## src/rtl/instr_mem_fetch.sv

```systemverilog
// Instruction memory with a run-time loader port and a LATENCY-deep registered
// fetch pipeline using valid/ready handshakes, with fault flagging and flush.
module instr_mem_fetch #(
  parameter int                DATA_W   = 32,
  parameter int                ADDR_W   = 32,
  parameter int                DEPTH    = 32,
  parameter int                LATENCY  = 1,
  parameter logic [DATA_W-1:0] NOP_WORD = '0
) (
  input  logic                     clk,
  input  logic                     reset,
  input  logic                     req_valid,
  output logic                     req_ready,
  input  logic [ADDR_W-1:0]        req_addr,
  input  logic                     flush,
  output logic                     resp_valid,
  input  logic                     resp_ready,
  output logic [DATA_W-1:0]        resp_instr,
  output logic [ADDR_W-1:0]        resp_addr,
  output logic                     resp_fault,
  input  logic                     ld_en,
  input  logic [$clog2(DEPTH)-1:0] ld_index,
  input  logic [DATA_W-1:0]        ld_data
);

  localparam int IDX_W = $clog2(DEPTH);

  typedef struct packed {
    logic              valid;
    logic [DATA_W-1:0] instr;
    logic [ADDR_W-1:0] addr;
    logic              fault;
  } stage_t;

  // Handshake: a request transfers on a cycle where req_valid && req_ready, a
  // response transfers where resp_valid && resp_ready; a presented response
  // holds all its fields until it transfers, is flushed, or reset is applied.
  logic [DATA_W-1:0] mem_q [DEPTH] = '{default: '0};

  stage_t            stage_q [LATENCY];
  stage_t            stage_d [LATENCY];
  stage_t            last;
  logic              advance;
  logic              accept;
  logic              req_fault;
  logic [ADDR_W-1:0] word_addr;
  logic [IDX_W-1:0]  rd_index;
  logic [DATA_W-1:0] rd_instr;

  assign last      = stage_q[LATENCY-1];
  assign advance   = !last.valid || resp_ready;
  assign req_ready = advance && !flush && !reset;
  assign accept    = req_valid && req_ready;

  assign word_addr = req_addr >> 2;
  assign req_fault = (req_addr[1:0] != 2'b00) || (word_addr >= ADDR_W'(DEPTH));
  assign rd_index  = word_addr[IDX_W-1:0];
  // Faulted fetches bypass the array so out-of-range addresses never alias.
  assign rd_instr  = req_fault ? NOP_WORD : mem_q[rd_index];

  always_comb begin
    for (int i = 0; i < LATENCY; i++) begin
      stage_d[i] = stage_q[i];
    end
    if (advance) begin
      stage_d[0] = '0;
      if (accept) begin
        stage_d[0].valid = 1'b1;
        stage_d[0].instr = rd_instr;
        stage_d[0].addr  = req_addr;
        stage_d[0].fault = req_fault;
      end
      for (int i = 1; i < LATENCY; i++) begin
        stage_d[i] = stage_q[i-1];
      end
    end
    // Flush also drops the stage on the outputs, even if it is being taken.
    if (flush) begin
      for (int i = 0; i < LATENCY; i++) begin
        stage_d[i].valid = 1'b0;
      end
    end
  end

  always_ff @(posedge clk) begin
    if (reset) begin
      for (int i = 0; i < LATENCY; i++) begin
        stage_q[i] <= '0;
      end
    end else begin
      for (int i = 0; i < LATENCY; i++) begin
        stage_q[i] <= stage_d[i];
      end
    end
  end

  // Loader writes ignore reset and flush; reads above see the pre-write word.
  always_ff @(posedge clk) begin
    if (ld_en) begin
      mem_q[ld_index] <= ld_data;
    end
  end

  assign resp_valid = last.valid;
  assign resp_instr = last.instr;
  assign resp_addr  = last.addr;
  assign resp_fault = last.fault;

endmodule

```

## config.mk

```make
export PLATFORM = sky130hd
export DESIGN_NAME = instr_mem_fetch
export DESIGN_NICKNAME = d
export VERILOG_FILES = /design/src/rtl/instr_mem_fetch.sv
export SDC_FILE = /design/constraint.sdc
export NUM_CORES = 1
export LEC_CHECK = 0
export CAP_MARGIN = 5
export CORE_MARGIN = 5
export CORE_UTILIZATION = 35
export CTS_BUF_LIST = sky130_fd_sc_hd__clkbuf_4 sky130_fd_sc_hd__clkbuf_8
export DETAILED_ROUTE_END_ITERATION = 6
export GPL_TIMING_DRIVEN = 1
export HOLD_SLACK_MARGIN = 0.15
export SLEW_MARGIN = 20
export SYNTH_ARGS = -nofsm -noshare
export SYNTH_HDL_FRONTEND = slang
export SYNTH_SLANG_ARGS = --single-unit
export TNS_END_PERCENT = 5
```

## constraint.sdc

```tcl
create_clock -name clk -period 2.85 [get_ports clk]
set_input_delay 0.4275 -clock clk [delete_from_list [all_inputs] [get_ports clk]]
set_output_delay 0.4275 -clock clk [all_outputs]
set_load 0.02 [all_outputs]
```

* Word level (Yosys, flattened, before mapping)
Memories as Yosys holds them, arrays and structs flattened.
Cells that the tools add are included.
** Operators by class
- Reduce and logical (&&, ||, !) cells :: 10
- Magnitude comparators :: 1
- Multiplexer cells :: 11
** Operator list (count)
- two-way mux 66 bit :: 3
- OR reduction 66 bit :: 1
- two-way mux 32 bit :: 1
- greater-or-equal comparator 30 x 6 -> 1 bit (second input constant) :: 1
- two-way mux 1 bit :: 7
- logical AND 1 bit :: 3
- zero test 1 bit :: 3
- logical OR 1 bit :: 2
- nonzero test 2 bit :: 1
** Storage, ports and cells
- Output and inout port bits :: 67
- Memories :: 2
- Register bits :: 0
- Bits in writable memories :: 1090
** Memory list
- mem_q :: words 32, bits a word 32, read ports 1, clocked after Yosys merged registers in 0, write ports 1, line 38 : logic [DATA_W-1:0] mem_q [DEPTH] = '{default: '0};
- stage_q :: words 1, bits a word 66, read ports 1, clocked after Yosys merged registers in 0, write ports 1, line 40 : stage_t stage_q [LATENCY];

* Longest topological paths before layout
Gate-level depths: netlist of the first run.
An unclocked memory read counts as a cell.
- Word-level depth :: 10
- Gate-level depth with buffers :: 8

* Worst setup path after synthesis of the first run
Ideal clock, no wire load.
- Path type :: input to register
- Start :: input ld_index[1]
- End :: memory mem_q[12][0] (enable)
- Cell stages on the path :: 3
- Setup time :: 0.421 ns
- Path buffers :: 1
- Data arrival time :: 2.441 ns
- Slack :: -0.012 ns
- Cells stage by stage :: or3b_2 > clkbuf_1 > nor2_1
** RTL lines
- start: declaration :: line 22 : input logic [$clog2(DEPTH)-1:0] ld_index,
- end: declaration :: line 38
No word-level cell before the write port.

* Worst setup path in the final report of the first run
- Start :: memory stage_q[0][65] (netlist bit)
- End :: output req_ready
** On the way
- Cells in the longest elaborated chain, start to end :: 5
** Ends and longest elaborated chain
- start: declaration :: line 40
- memory read (1 x 66 bit)
- zero test 1 bit :: line 51 : assign advance = !last.valid || resp_ready;
- logical OR 1 bit :: line 51
- logical AND 1 bit (2 in series) :: line 52 : assign req_ready = advance && !flush && !reset;
- end: declaration :: line 13 : output logic req_ready,
Every way passes these cells.

==> results of run 1 <==
-- kinds of logic after synthesis --
family | Yosys count | synth area share (%)
and+or+nand+nor | 166 | 1.93
AOI/OAI and AO/OA | 164 | 3.00
buffers and inverters | 111 | 1.47
muxes | 335 | 16.0
DFF | 1090 | 77.6
-- synthesized netlist by cell type, drive strengths merged, types with 2 or more instances --
master	count	area share [%]
edfxtp	1024	74
nand3b	9	0.16
nand3	4	0.048
o2111ai	18	0.38
or3b	3	0.064
nand2	24	0.22
nor3	3	0.036
a211oi	23	0.42
nor2	81	0.74
nor2b	26	0.39
and3	3	0.045
o32ai	3	0.064
nor4	6	0.091
o41ai	2	0.042
nand2b	2	0.030
mux2	55	1.5
buf	62	1.0
o31ai	18	0.33
mux2i	24	0.58
a22oi	45	0.82
mux4	256	14
a32o	12	0.29
o22ai	39	0.59
clkbuf	49	0.44
dfxtp	66	3.2
-- tightest hold or removal path: stages --
cell and delay [ns]:
clkdlybuf4s50_1 0.42, nor2_1 0.11, nor3_1 0.05
-- sequential cells by signal, summed over array words and instances (netlist names) --
signal and flops:
stage_q 66, mem_q 1024
-- layout by cell type, fill, tap and decap left out, types with 3 or more instances in the layout --
cell type	count
edfxtp_1	1024
mux2i_1	24
nor2_1	49
clkdlybuf4s50_1	136
a22oi_1	45
or3b_2	3
o32ai_1	3
clkbuf_4	76
o31ai_1	18
inv_6	3
a32o_1	12
nand3b_1	9
mux2_2	55
a211oi_1	23
nor2_4	32
dfxtp_1	66
nand3_1	4
nand2_1	24
nor2b_1	24
and3_1	3
clkinv_2	16
nor3_1	3
clkbuf_8	183
clkinv_1	34
nor4_1	6
mux4_2	256
o22ai_1	39
o2111ai_1	18
buf_12	56
bufinv_16	3
buf_4	96
-- power groups by stage --
stage                     combinational, mW  clock [mW]  sequential [mW]
after global placement                 1.71           0             18.1
after CTS                              1.74        13.5             17.7
final                                  1.72        13.2             17.7
after detailed placement               1.73           0             18.1
after global routing                   1.82        14.3             17.7
after floorplan                       0.888           0             18.1
-- final cells by class --
| class | count | area (um^2) | area share, % |
|---|---|---|---|
| clock buffers | 258 | 3080 | 6.19 |
| flip-flops and latches | 1090 | 32100 | 64.6 |
| clock inverters | 62 | 394 | 0.794 |
| repair buffers | 295 | 3280 | 6.60 |
| well taps | 1536 | 1920 | 3.87 |
| multi-input cells | 665 | 8920 | 18.0 |
-- through the flow --
step / instance area (um^2) / setup slack (ns)
6_report: 49700 / 0.290
5_1_grt: 49700 / 0.147
4_1_cts: 49700 / 0.208
2_1_floorplan: 41300 / -0.0120
3_3_place_gp: 46200 / 0.249
3_5_place_dp: 46200 / 0.224
-- routing by layer --
layer  global-route usage (%)  wire, um  up-vias
met4                     4.90      2460        0
met3                     4.49      9570      167
met2                     28.3     53500      988
li1                         -         -     8677
met1                     24.0     45800    11404
met5                        0         0        -
-- repair_timing --
item                       in CTS  in global routing
hold endpoints to repair        0                 64
buffers inserted                0                  0
setup endpoints to repair       0                  0
hold buffers                    0                  2
-- path summary, 6_finish.rpt --
kind	from	endpoint	slack [ns]	cells past startpoint
hold / removal	req_valid	stage_q[0][65]	0.22	3
setup reg to reg	stage_q[0][65]	stage_q[0][42]	0.82	6
hold reg to reg	stage_q[0][61]	stage_q[0][61]	0.47	2
setup / recovery	stage_q[0][65]	req_ready	0.29	3
==> flow_metrics.env, run 1 <==
export IMPL_status="finished, final reports clean"
export IMPL_syn_inst=1866
export IMPL_h_tree_depth=4
export IMPL_ys_seq_elements=1090
export IMPL_initialDrtViolationCount=2336
export IMPL_antenna_cells=0
export IMPL_syn_nets=1941
export IMPL_clk_path_buf_depth=3
export IMPL_path_cells="nor2b_2, nor3_1, clkdlybuf4s50_1"
export IMPL_swShare_pct=21.6
export IMPL_vdd_drop_max_mv=0.497
export IMPL_worstSetupPathType="flop to primary output"
export IMPL_hold_viol=0
export IMPL_core_area_mm2=0.118
export IMPL_tightestPinTransition_ns=0.995
export IMPL_fin_nets=2301
export IMPL_ys_dominant_reg_cell="edfxtp_1"
export IMPL_cts_resized=0
export IMPL_cts_tree="yes"
export IMPL_portBuffers=141
export IMPL_slowest_stage="clkdlybuf4s50_1"
export IMPL_antenna_found_initial=0
export IMPL_areaGrowthSynthToFinish_pct=20.1
export IMPL_synthArstFlopShare_pct=0
export IMPL_start_util_pct=35.1
export IMPL_hpwlAfterDp_um=63900
export IMPL_setup_viol=0
export IMPL_fin_skew_ns=0.0350
export IMPL_grt_max_degree=48
export IMPL_clk_pin_slew_ns=0.06
export IMPL_synth_enable_flop_cells=1024
export IMPL_timing_slew_headroom_pct=33.4
export IMPL_num_vias=21236
export IMPL_fin_crit_sh_pct=89.8
export IMPL_drt_pass1_iterations=7
export IMPL_cts_sinks=1090
export IMPL_cap_violations=0
export IMPL_pwr_share_seq_pct=54.3
export IMPL_rsz0062_at_grt="no"
export IMPL_power_mw=32.7
export IMPL_utilization_pct=42.2
export IMPL_place_gp_congestion=0.840
export IMPL_clk_latency_ns=0.83
export IMPL_drv_slew=0
export IMPL_critPathMaxFanout=7
export IMPL_combPwrFrac_pct=5.3
export IMPL_switching_power_mw=7.05
export IMPL_avgSynthCellArea_um2=22.2
export IMPL_track_usage_pct=17.6
export IMPL_clockPowerShare_pct=40.5
export IMPL_hold_ws_ns=0.224
export IMPL_die_x_um=354
export IMPL_worstPathRequired_ns=2.42
export IMPL_ant_nets=0
export IMPL_finalNonFillerCells=3906
export IMPL_die_height_um=354
export IMPL_rows=126
export IMPL_arrival_ns=2.13
export IMPL_startpoint_type="flop"
export IMPL_synth_cell_area_mm2=0.0413
export IMPL_path_buf_inv=1
export IMPL_dp_cells=3584
export IMPL_synth_distinct_cells=37
export IMPL_drive_above_1_share_pct=33.5
export IMPL_dieArea_mm2=0.125
export IMPL_drc=0
export IMPL_power_density_mw_per_mm2=658
export IMPL_critPathCaptureType="primary output"
export IMPL_wl_um=111000
export IMPL_cts_buffers=174
export IMPL_io_pins=142
export IMPL_cp_top_family="buffers and inverters"
export IMPL_ys_warn_count=0
export IMPL_setup_tns_final_ns=0
export IMPL_wl_per_cell_um=28.5
export IMPL_overflow=0
export IMPL_fill_cells=9995
export IMPL_grt_pass1_wl_um=159000
export IMPL_p_int_mw=25.6
export IMPL_period_needed_ns=2.56
export IMPL_leakage_nw=15.6
export IMPL_grt_pass1_vias=22308
export IMPL_max_freq_mhz=391
export IMPL_cts_root_buf="clkbuf_8"
export IMPL_cpPeakStageDelay_ns=0.55
export IMPL_viasPerCell=5.44
export IMPL_hold_class="input pin to flop"
export IMPL_yosysSeqAreaShare_pct=77.6
(Power assumes the default switching activity.)
==> inputs of run 2 (changes only) <==
--- a/config.mk
+++ b/config.mk
@@ -8,7 +8,6 @@
 export CAP_MARGIN = 5
 export CORE_MARGIN = 5
 export CORE_UTILIZATION = 35
-export CTS_BUF_LIST = sky130_fd_sc_hd__clkbuf_4 sky130_fd_sc_hd__clkbuf_8
 export DETAILED_ROUTE_END_ITERATION = 6
 export GPL_TIMING_DRIVEN = 1
 export HOLD_SLACK_MARGIN = 0.15
==> constraint.sdc (replaced) <==
create_clock -name clk -period 2.15 [get_ports clk]
set_input_delay 0.3225 -clock clk [delete_from_list [all_inputs] [get_ports clk]]
set_output_delay 0.3225 -clock clk [all_outputs]
set_load 0.02 [all_outputs]
==> flow_metrics.env, run 2 (synthesis gave the netlist of run 1 again) <==
export IMPL_path_buf_inv=1
export IMPL_setup_ws_ns=0.0677
export IMPL_cts_root_buf="clkbuf_16"
export IMPL_grt_met1_usage_pct=22.8
export IMPL_cap_violations=0
export IMPL_clk_path_buf_depth=3
export IMPL_critPathMaxFanout=2
export IMPL_place_gp_congestion=0.799
export IMPL_rows=126
export IMPL_start_util_pct=35.1
export IMPL_clk_latency_ns=0.69
export IMPL_slowest_stage="clkdlybuf4s50_1"
export IMPL_worstPathRequired_ns=1.83
export IMPL_die_x_um=354
export IMPL_fin_crit_sh_pct=96.8
export IMPL_hold_viol=0
export IMPL_startpoint_type="flop"
export IMPL_viasPerCell=5.36
export IMPL_place_area_mm2=0.0471
export IMPL_busiest_layer="met2"
export IMPL_wl_um=108000
export IMPL_preCtsSetupSlack_ns=-0.253
export IMPL_hpwlAfterDp_um=66200
export IMPL_drive_above_1_share_pct=32.1
export IMPL_io_pins=142
export IMPL_initialDrtViolationCount=2267
export IMPL_critPathCaptureType="primary output"
export IMPL_num_vias=20788
export IMPL_cts_tree="yes"
export IMPL_setup_viol=0
export IMPL_portBuffers=141
export IMPL_layout_commonest_cell="edfxtp_1"
export IMPL_wl_per_cell_um=27.8
export IMPL_drc=0
export IMPL_finalNonFillerCells=3875
export IMPL_timing_slew_headroom_pct=68.7
export IMPL_track_usage_pct=16.9
export IMPL_cts_sinks=1090
export IMPL_core_area_mm2=0.118
export IMPL_grt_max_degree=34
export IMPL_die_height_um=354
export IMPL_period_needed_ns=2.08
export IMPL_grt_pass1_wl_um=155000
export IMPL_fin_skew_ns=0.0180
export IMPL_rsz0062_at_grt="no"
export IMPL_fin_nets=2318
export IMPL_worstSetupPathType="flop to primary output"
export IMPL_grt_use_met3_pct=3.61
export IMPL_status="finished, final reports clean"
export IMPL_power_density_mw_per_mm2=870
export IMPL_arrival_ns=1.76
export IMPL_vdd_drop_max_mv=0.684
export IMPL_dieArea_mm2=0.125
export IMPL_h_tree_depth=3
export IMPL_hold_class="input pin to flop"
export IMPL_cp_top_family="buffers and inverters"
export IMPL_top_regs="mem_q: 1024 flops, stage_q: 66 flops"
export IMPL_layout_common_cells="edfxtp_1, mux4_2, buf_4"
export IMPL_drv_slew=0
export IMPL_met2_usage_pct=28.3
export IMPL_clk_pin_slew_ns=0.06
export IMPL_tightestPinTransition_ns=0.468
export IMPL_max_flop_register="mem_q"
export IMPL_path_cells="clkdlybuf4s50_1"
export IMPL_ant_nets=0
export IMPL_design_area_mm2=0.0505
export IMPL_dp_cells=3666
export IMPL_leakage_nw=16.0
export IMPL_postCtsSetupBuffers=0
export IMPL_drt_pass1_iterations=5
export IMPL_areaGrowthSynthToFinish_pct=22.0
export IMPL_overflow=0
export IMPL_cpPeakStageDelay_ns=0.66
export IMPL_antenna_found_initial=1
export IMPL_fill_cells=9911
export IMPL_grt_pass1_vias=21710
export IMPL_largest_register_ffs=1024
export IMPL_max_freq_mhz=480
export IMPL_cts_buffers=111
## run 2: cell type report
type	instances	area (um^2)	share of cell area [%]
flip-flops and latches	1090	32100	63.6
multi-input cells	665	8920	17.7
repair buffers	375	4140	8.21
clock buffers	143	2940	5.82
well taps	1536	1920	3.81
clock inverters	65	462	0.915
diodes	1	2.50	0.00496
## run 2: repair_timing
item,4_1_cts,5_1_grt
endpoints found under the setup margin,17,2
resized for setup,17,2
hold buffers,0,0
## run 2: final timing paths
check                           slack (ns)              to            from  depth (start not counted)
worst min register to register        0.46   stage_q[0][0]   stage_q[0][0]                          2
worst max register to register        0.39  stage_q[0][51]  stage_q[0][65]                          6
worst max-delay path                  0.07   resp_instr[8]  stage_q[0][41]                          1
worst min-delay path                  0.27  stage_q[0][65]       req_valid                          3
## run 2: power by group
part / total, mW / switching, mW / internal [mW]
combinational: 2.41 / 1.31 / 1.11
sequential: 23.5 / 0.0570 / 23.4
clock: 18.0 / 7.97 / 10.0
total: 43.9 / 9.33 / 34.6
## run 2: metrics by stage
| step | total power, mW | setup TNS, ns | util [%] | hold slack [ns] |
|---|---|---|---|---|
| 2_1_floorplan | 25.1 | -270.94 | - | 0.402 |
| 3_3_place_gp | 26.3 | -34.44 | 40.0 | 0.451 |
| 3_5_place_dp | 26.4 | -37.56 | 40.0 | 0.453 |
| 4_1_cts | 44.3 | 0 | 42.8 | 0.229 |
| 5_1_grt | 45.3 | 0 | 42.8 | 0.256 |
| 6_report | 43.9 | 0 | 42.8 | 0.274 |
## run 2: per-layer routing
layer	vias up	share of wire (%)
met5	-	0.012
met4	2	2.4
met3	165	7.4
met2	851	49
met1	11059	41
li1	8711	-
==> inputs of run 3 (changes only) <==
--- a/config.mk
+++ b/config.mk
@@ -5,6 +5,7 @@
 export SDC_FILE = /design/constraint.sdc
 export NUM_CORES = 1
 export LEC_CHECK = 0
+export ABC_AREA = 1
 export CAP_MARGIN = 5
 export CORE_MARGIN = 5
 export CORE_UTILIZATION = 35
==> flow_metrics.env, run 3 <==
export IMPL_status="finished, violations left"
export IMPL_violations="DRC"
export IMPL_syn_inst=3659
export IMPL_wl_um=123000
export IMPL_layout_commonest_cell="nand2_1"
export IMPL_rsz0062_at_grt="no"
export IMPL_cp_top_family="buffers and inverters"
export IMPL_slowest_stage="clkdlybuf4s50_1"
export IMPL_hold_class="input pin to flop"
export IMPL_path_cells="clkdlybuf4s50_1"
export IMPL_startpoint_type="flop"
export IMPL_yosysMostFrequentCell="nand2_1"
export IMPL_io_pins=142
export IMPL_post_synth_top_area_fraction_pct=70.7
export IMPL_timing_slew_headroom_pct=42.8
export IMPL_grt_pass1_wl_um=181000
export IMPL_fin_nets=3973
export IMPL_syn_nets=3734
export IMPL_start_util_pct=35.2
export IMPL_cpPeakStageDelay_ns=0.66
export IMPL_overflow=0
export IMPL_ant_nets=0
export IMPL_fin_crit_sh_pct=97.0
export IMPL_grt_pass1_vias=27667
export IMPL_arrival_ns=1.76
export IMPL_antenna_found_initial=12
export IMPL_period_needed_ns=2.08
export IMPL_critPathMaxFanout=2
export IMPL_max_freq_mhz=480
export IMPL_place_gp_congestion=0.801
export IMPL_yosys_top_cells_area="edfxtp_1, nand2_1, nand3_1"
export IMPL_drc=2
export IMPL_finalNonFillerCells=5631
export IMPL_setup_tns_final_ns=0
export IMPL_cts_tree="yes"
export IMPL_preCtsSetupSlack_ns=-0.0455
export IMPL_vdd_drop_max_mv=0.656
export IMPL_hpwlAfterDp_um=73100
export IMPL_largest_register_ffs=1024
export IMPL_h_tree_depth=3
export IMPL_track_usage_pct=18.3
export IMPL_path_buf_inv=1
export IMPL_setup_worst_path_start="stage_q[0][64]"
export IMPL_cts_root_buf="clkbuf_16"
export IMPL_synth_commonest_cells="nand2_1, edfxtp_1, nand3_1"
export IMPL_rrSetupSlack_ns=0.58
export IMPL_viasPerCell=5.16
export IMPL_clk_pin_slew_ns=0.06
export IMPL_cts_buffers=111
export IMPL_die_height_um=362
export IMPL_rr_worst_depth=5
export IMPL_drv_slew=0
export IMPL_ys_warn_count=0
export IMPL_synthArstFlopShare_pct=0
export IMPL_cts_sinks=1090
export IMPL_avgSynthCellArea_um2=11.9
export IMPL_max_flop_register="mem_q"
export IMPL_portBuffers=141
export IMPL_wl_per_cell_um=21.9
export IMPL_ys_seq_elements=1090
export IMPL_core_area_mm2=0.124
export IMPL_hold_viol=0
export IMPL_top_regs="mem_q: 1024 flops, stage_q: 66 flops"
export IMPL_dp_cells=5421
export IMPL_hold_depth=3
export IMPL_r2r_start="stage_q[0][65]"
export IMPL_synth_top_area_cell="edfxtp_1"
export IMPL_power_density_mw_per_mm2=860
export IMPL_die_x_um=362
export IMPL_utilization_pct=42.2
export IMPL_clk_path_buf_depth=3
export IMPL_worstPathRequired_ns=1.83
export IMPL_worstSetupPathType="flop to primary output"
export IMPL_drt_pass1_iterations=7
export IMPL_synth_cell_area_mm2=0.0435
export IMPL_areaGrowthSynthToFinish_pct=20.1
export IMPL_initialDrtViolationCount=3010
export IMPL_fin_skew_ns=0.0248
export IMPL_drive_above_1_share_pct=10.6
export IMPL_cap_violations=0
export IMPL_synth_enable_flop_cells=1024
export IMPL_min_delay_start="req_addr[15]"
export IMPL_leakage_nw=18.3
export IMPL_hold_ws_ns=0.225
export IMPL_ys_dominant_reg_cell="edfxtp_1"
export IMPL_layout_common_cells="nand2_1, edfxtp_1, nand3_1"
export IMPL_clk_latency_ns=0.69
export IMPL_yosysSeqAreaShare_pct=73.7
export IMPL_synth_distinct_cells=17
export IMPL_dieArea_mm2=0.131
export IMPL_min_to="stage_q[0][16]"
export IMPL_setup_viol=0
export IMPL_grt_max_degree=76
export IMPL_setup_ws_ns=0.0652
export IMPL_critPathCaptureType="primary output"
export IMPL_rows=129
export IMPL_tightestPinTransition_ns=0.858
export IMPL_rr_endpoint="stage_q[0][35]"
export IMPL_num_vias=29034
==> run 3: per-layer routing <==
layer / GRT usage, % / routed length, um / vias up
met5: 0 / 62 / -
li1: - / - / 13423
met2: 28.7 / 56300 / 1240
met3: 4.54 / 12100 / 200
met4: 4.52 / 2760 / 10
met1: 25.6 / 51800 / 14161
==> run 3: cell families after synthesis <==
kind of cell           count (synthesis)  synth area share [%]
AND/OR/NAND/NOR                     2253                  22.2
buffers and inverters                251                  3.33
AO/OA/AOI/OAI                         65                 0.748
flip-flops                          1090                  73.7
==> run 3: timing repair <==
action / in CTS / in global routing
endpoints found under the setup margin: 19 / 1
setup buffers: 0 / 0
endpoints found under the hold margin: 1 / 0
resized for setup: 20 / 1
pin swaps: 0 / 0
hold buffers: 1 / 0
==> run 3: through the flow <==
stage               power, mW  area, um^2
CTS                      45.3       52200
global placement         26.9       48700
finish                   44.9       52200
global route             46.4       52200
floorplan                25.5       43500
detailed placement       26.9       48700
==> run 3: layout make-up <==
type                    count  area, um^2
repair buffers            364        4300
clock buffers             153        3010
fillers                 11438       71400
diodes                      3        7.51
clock inverters            53         472
inverters                  13        78.8
flip-flops and latches   1090       32100
multi-input cells        2318       10200
well taps                1637        2050
==> run 3: how the worst max path moves through the flow <==
stage	endpoint	slack (ns)	depth (start not counted)
2_1_floorplan	mem_q[8][0]	-0.25	3
3_3_place_gp	stage_q[0][42]	-0.02	10
3_5_place_dp	stage_q[0][42]	-0.05	10
4_1_cts	resp_instr[31]	0.009	1
5_1_grt	resp_instr[31]	0.01	1
6_report	resp_instr[31]	0.07	1
==> run 3: report_power, final <==
part / switching, mW / internal (mW) / leakage, nW
Combinational: 2.01 / 0.942 / 6.87
Sequential: 0.0547 / 23.4 / 9.76
Clock: 7.97 / 10.5 / 1.71
